### config.mk
export PLATFORM = sky130hd
export DESIGN_NAME = rr_switch_control
export DESIGN_NICKNAME = d
export VERILOG_FILES = /design/src/rtl/rr_switch_control.sv
export SDC_FILE = /design/constraint.sdc
export NUM_CORES = 1
export LEC_CHECK = 0
export ABC_AREA = 1
export BUFFER_PORTS_ARGS = -buffer_cell sky130_fd_sc_hd__buf_2
export CORE_ASPECT_RATIO = 0.6
export CORE_MARGIN = 5
export CORE_UTILIZATION = 53
export CTS_BUF_LIST = sky130_fd_sc_hd__clkbuf_16
export DETAILED_ROUTE_END_ITERATION = 12
export GPL_TIMING_DRIVEN = 0
export PLACE_DENSITY = 0.81
export SYNTH_ARGS = -nofsm -noshare
export SYNTH_HDL_FRONTEND = slang
export SYNTH_SLANG_ARGS = --single-unit
### constraint.sdc
create_clock -name clk_i -period 8.93 [get_ports clk_i]
set_clock_uncertainty 0.05 [all_clocks]
set_input_delay 0 -clock clk_i [delete_from_list [all_inputs] [get_ports clk_i]]
set_output_delay 0 -clock clk_i [all_outputs]
set_load 0.05 [all_outputs]
### src/rtl/rr_switch_control.sv
// Control unit for a mesh switch: one-flit input slots, one round-robin arbiter per output.
// Drives the input FIFO read strobes, the output FIFO write strobes and the crossbar selects.
module rr_switch_control #(
    parameter int unsigned PORT_N    = 5,
    parameter bit          BYPASS_RD = 1'b0,
    parameter int unsigned SEL_W     = $clog2(PORT_N)
) (
    input  logic                      clk_i,
    input  logic                      rst_ni,
    input  logic [PORT_N-1:0]         empty_i,
    output logic [PORT_N-1:0]         rd_en_o,
    output logic [PORT_N-1:0]         vld_input_o,
    input  logic [PORT_N*SEL_W-1:0]   dest_i,
    input  logic [PORT_N-1:0]         full_i,
    output logic [PORT_N-1:0]         wr_en_o,
    output logic [PORT_N*SEL_W-1:0]   mux_sel_o,
    output logic                      dest_err_o
);

    logic [PORT_N-1:0]             vld;
    logic [PORT_N-1:0]             drain;
    logic [PORT_N-1:0]             bad_drop;
    logic                          bad_found;
    logic                          dest_err_q;
    logic                          multi_gnt;
    logic [PORT_N-1:0][PORT_N-1:0] req;
    logic [PORT_N-1:0]             has_req;
    logic [PORT_N-1:0]             found;
    logic [SEL_W-1:0]              ptr  [PORT_N];
    logic [SEL_W-1:0]              gsel [PORT_N];
    int unsigned                   idx;

    // Requests per output; an out-of-range destination drops only the lowest such input per cycle.
    always_comb begin
        req       = '0;
        bad_drop  = '0;
        bad_found = 1'b0;
        for (int unsigned i = 0; i < PORT_N; i++) begin
            for (int unsigned j = 0; j < PORT_N; j++) begin
                req[j][i] = vld[i] && (dest_i[i*SEL_W +: SEL_W] == SEL_W'(j));
            end
            if (vld[i] && (32'(dest_i[i*SEL_W +: SEL_W]) >= PORT_N) && !bad_found) begin
                bad_drop[i] = 1'b1;
                bad_found   = 1'b1;
            end
        end
    end

    // Cyclic search starting at ptr[j]
    always_comb begin
        has_req = '0;
        found   = '0;
        idx     = 0;
        for (int unsigned j = 0; j < PORT_N; j++) begin
            gsel[j]    = '0;
            has_req[j] = |req[j];
            for (int unsigned k = 0; k < PORT_N; k++) begin
                idx = 32'(ptr[j]) + k;
                if (idx >= PORT_N) idx = idx - PORT_N;
                if (!found[j] && req[j][idx]) begin
                    found[j] = 1'b1;
                    gsel[j]  = SEL_W'(idx);
                end
            end
        end
    end

    always_comb begin
        wr_en_o   = '0;
        mux_sel_o = '0;
        rd_en_o   = '0;
        drain     = bad_drop;
        multi_gnt = 1'b0;
        for (int unsigned j = 0; j < PORT_N; j++) begin
            if (rst_ni && has_req[j] && !full_i[j]) begin
                wr_en_o[j]                    = 1'b1;
                mux_sel_o[j*SEL_W +: SEL_W]   = gsel[j];
                if (drain[gsel[j]]) multi_gnt = 1'b1;
                drain[gsel[j]]                = 1'b1;
            end
        end
        for (int unsigned i = 0; i < PORT_N; i++) begin
            rd_en_o[i] = rst_ni && !empty_i[i] && (!vld[i] || (BYPASS_RD && drain[i]));
        end
    end

    always_ff @(posedge clk_i) begin
        if (!rst_ni) begin
            vld        <= '0;
            dest_err_q <= 1'b0;
            for (int unsigned j = 0; j < PORT_N; j++) ptr[j] <= '0;
        end else begin
            vld        <= rd_en_o | (vld & ~drain);
            dest_err_q <= |bad_drop;
            for (int unsigned j = 0; j < PORT_N; j++) begin
                if (wr_en_o[j]) begin
                    ptr[j] <= (gsel[j] == SEL_W'(PORT_N-1)) ? '0 : gsel[j] + SEL_W'(1);
                end
            end
        end
    end

    assign vld_input_o = vld;
    assign dest_err_o  = dest_err_q;

    for (genvar g = 0; g < PORT_N; g++) begin : g_chk
        a_no_refill: assert property (@(posedge clk_i) disable iff (!rst_ni)
            (vld[g] && rd_en_o[g]) |-> (BYPASS_RD && drain[g]));
        a_full:      assert property (@(posedge clk_i) disable iff (!rst_ni)
            full_i[g] |-> !wr_en_o[g]);
        a_empty:     assert property (@(posedge clk_i) disable iff (!rst_ni)
            empty_i[g] |-> !rd_en_o[g]);
    end
    a_one_grant: assert property (@(posedge clk_i) disable iff (!rst_ni) !multi_gnt);

endmodule

==> results.txt <==
synthesized cell area: 0.00698 mm^2
Max Freq: 273 MHz
first-pass iteration count of the detailed router: 9
setup bufs post-CTS: 0
CTS max path bufs: 2
total of cells resized after clock tree synthesis: 0
core area: 0.0129 mm^2
die area: 0.0156 mm^2
Worst Path Max Fanout: 8
Clock Latency Late Sink: 260 ps
top layer in use: met4
sum of routed wire segments on met1: 10.2 mm
antenna violations before repair: 0
Residual DRC: 0
largest net degree at the start of global routing: 13
crit start category: flop
vias in the first global route: 6998
Buffers on Ports: 57
final hold violations: 0
htree depth: 1
slowest cell on the critical path: edfxtp_1
sequential cell area fraction in the yosys report: 8.17%
Hold Crit Class: in2reg
max-slew violation count: 0
crit path cell chain: inv_1 -> ha_1 -> inv_1 -> ha_1 -> nor2_1 -> nor2_4 -> o21ai_2 -> inv_1 -> nand3_1 -> nand3_1 -> nand2_2 -> nand3_2 -> nor2_4 -> nand2_1 -> nand3_1 -> nand2_1 -> nand2_2 -> inv_1 -> ha_1 -> nand2_1 -> nand2_1 -> nor2_1
root buf cell: clkbuf_16
Crit Path Class: reg2reg
Yosys Warn Count: 0
clk slew on worst S/H paths: 70 ps
# rows: 32
met2 wire len: 8.52 mm
Synth cell types: 50
Via density: 5.56
Die Height: 98.9 um
DR WL met3: 2.08 mm
Mapped Nets: 1329
worst-margin pin slew: 756 ps
RSZ-0062 raised after global routing: false
share of cells above drive strength 1: 15.6%
setup TNS: 0 ps
first-pass GRT wire length: 34.2 mm
total of max-cap violations: 0
Initial Util: 54.2%
All-Layer GR Usage: 26.3%
Chip Width: 158 um
Routed Antenna Nets: 0
CP required: 8970 ps
Post-Syn Area per Cell: 5.68 um^2
Critical Path Sink Type: flop
outcome: complete, no violations
Clock Sinks: 21
fill count: 1288
Final HPWL DP: 17.5 mm
Critical Path Max Stage Delay: 520 ps
Final Cycle Share: 41.1%
Mapped Cells: 1230
DP Area: 0.00748 mm^2
I/O pin cnt: 58
Period minus WS final: 3670 ps
routability cong.: 0.983
arrival time worst endpoint: 3710 ps
antenna cells: 0
area taken by multi-input logic gates: 0.00554 mm^2
initial DRC count: 880
remaining global-route overflow: 0
vias post-DR: 8140
Setup violations, final: 0
Worst path top cell family by delay: simple AND/OR/NAND/NOR gates
slew margin rel.: 49.2%
Area Overhead vs Synth: 8.85%
Num CTS Buffers: 3
#FFs+latches synth: 21
drt total wl: 21.2 mm
NumNets Final: 1395
WP buf/inv: 4
fin area: 0.00760 mm^2
Register Area: 571 um^2
TritonCTS clock tree: yes
Routed wire per std cell: 14.5 um
## worst reg2reg max path, cell delays in order (launching register included)
cell and delay [ps]:
edfxtp_1 520, inv_1 290, ha_1 200, inv_1 40
ha_1 220, nor2_1 200, nor2_4 60, o21ai_2 260
inv_1 90, nand3_1 120, nand3_1 90, nand2_2 130
nand3_2 120, nor2_4 160, nand2_1 70, nand3_1 70
nand2_1 70, nand2_2 110, inv_1 80, ha_1 190
nand2_1 60, nand2_1 80, nor2_1 200
## cell type report
class                   instances  share of cell area, %
clock buffers                   3                  0.988
inverters                     214                   10.6
repair buffers                 61                   4.28
well taps                     170                   2.80
plain buffers                   8                  0.889
flip-flops and latches         21                   7.51
clock inverters                 1                 0.0658
multi-input cells             987                   72.9
## cell families after synthesis
family | count (synthesis) | synth area share, %
multiplexers | 1 | 0.143
buffers and inverters | 222 | 12.5
adder cells (fa/ha/maj) | 72 | 12.9
AND/OR/NAND/NOR | 804 | 55.3
AO/OA/AOI/OAI | 93 | 8.71
flip-flops | 21 | 8.17
XOR/XNOR | 17 | 2.35
## registers in the layout (all words and copies together) (netlist names)
signal,count
ptr,15
vld_input_o,5
dest_err_o,1
## synth_stat cells, drive strengths merged
library cell  count  area share [%]
ha               72              13
o41ai             1            0.13
nand2           414              24
dfxtp             6             1.7
buf               7            0.91
clkinv            3            0.16
a21oi            13             1.1
nor2             94             6.4
xnor2             4            0.61
o21a              1            0.11
nand3           210              17
or2               5            0.45
o311ai            1            0.13
inv             211              11
nor3             29             2.7
edfxtp           15             6.5
o21bai            2            0.21
o31ai             6            0.64
xor2             13             1.7
mux2i             1            0.14
clkbuf            1           0.054
o22ai             2            0.18
a211oi            1            0.11
a22oi             1            0.11
nand3b            8             1.0
nand4            44             4.0
a31oi             1           0.090
a21boi            1            0.16
o21ai            51             4.4
o211ai           12             1.3
## worst paths after layout
kind	from	endpoint	slack, ps	cells past startpoint
hold reg to reg	vld_input_o[2]	vld_input_o[2]	590	3
setup / recovery	ptr[0][4]	ptr[0][5]	5260	22
setup reg to reg	ptr[0][4]	ptr[0][5]	5260	22
hold / removal	empty_i[1]	vld_input_o[1]	10	3
## metal layers
metal / GRT usage [%] / up-vias
li1: - / 4133
met1: 40.6 / 3583
met2: 38.2 / 381
met3: 4.43 / 43
met4: 5.05 / 0
met5: 0 / -
## timing repair
item	4_1_cts	5_1_grt
hold endpoints to repair	4	0
hold buffers	4	0
endpoints found under the setup margin	0	0
## placed cells by master, fill, tap and decap left out, drive strengths merged, types with 5 or more instances in the layout
cell,count
ha,72
o211ai,12
nor3,29
nand4,44
nand2,414
o21ai,51
nand3,210
nand3b,8
nor2,94
xor2,13
dfxtp,6
edfxtp,15
inv,211
or2,5
buf,64
a21oi,13
o31ai,6
## stage by stage
stage               setup WS, ps  cells  util (%)  hold WS, ps
floorplan                   5230   1230         -          135
global placement            5440   1457      58.0          206
detailed placement          5420   1457      58.0          209
CTS                         5330   1465      59.0         9.27
global route                5000   1465      59.0         29.3
finish                      5260   1465      59.0         14.0
Power is left out: the tool's default activity adds up to more than one toggle a clock period on the data nets, which glitch-free logic cannot reach.
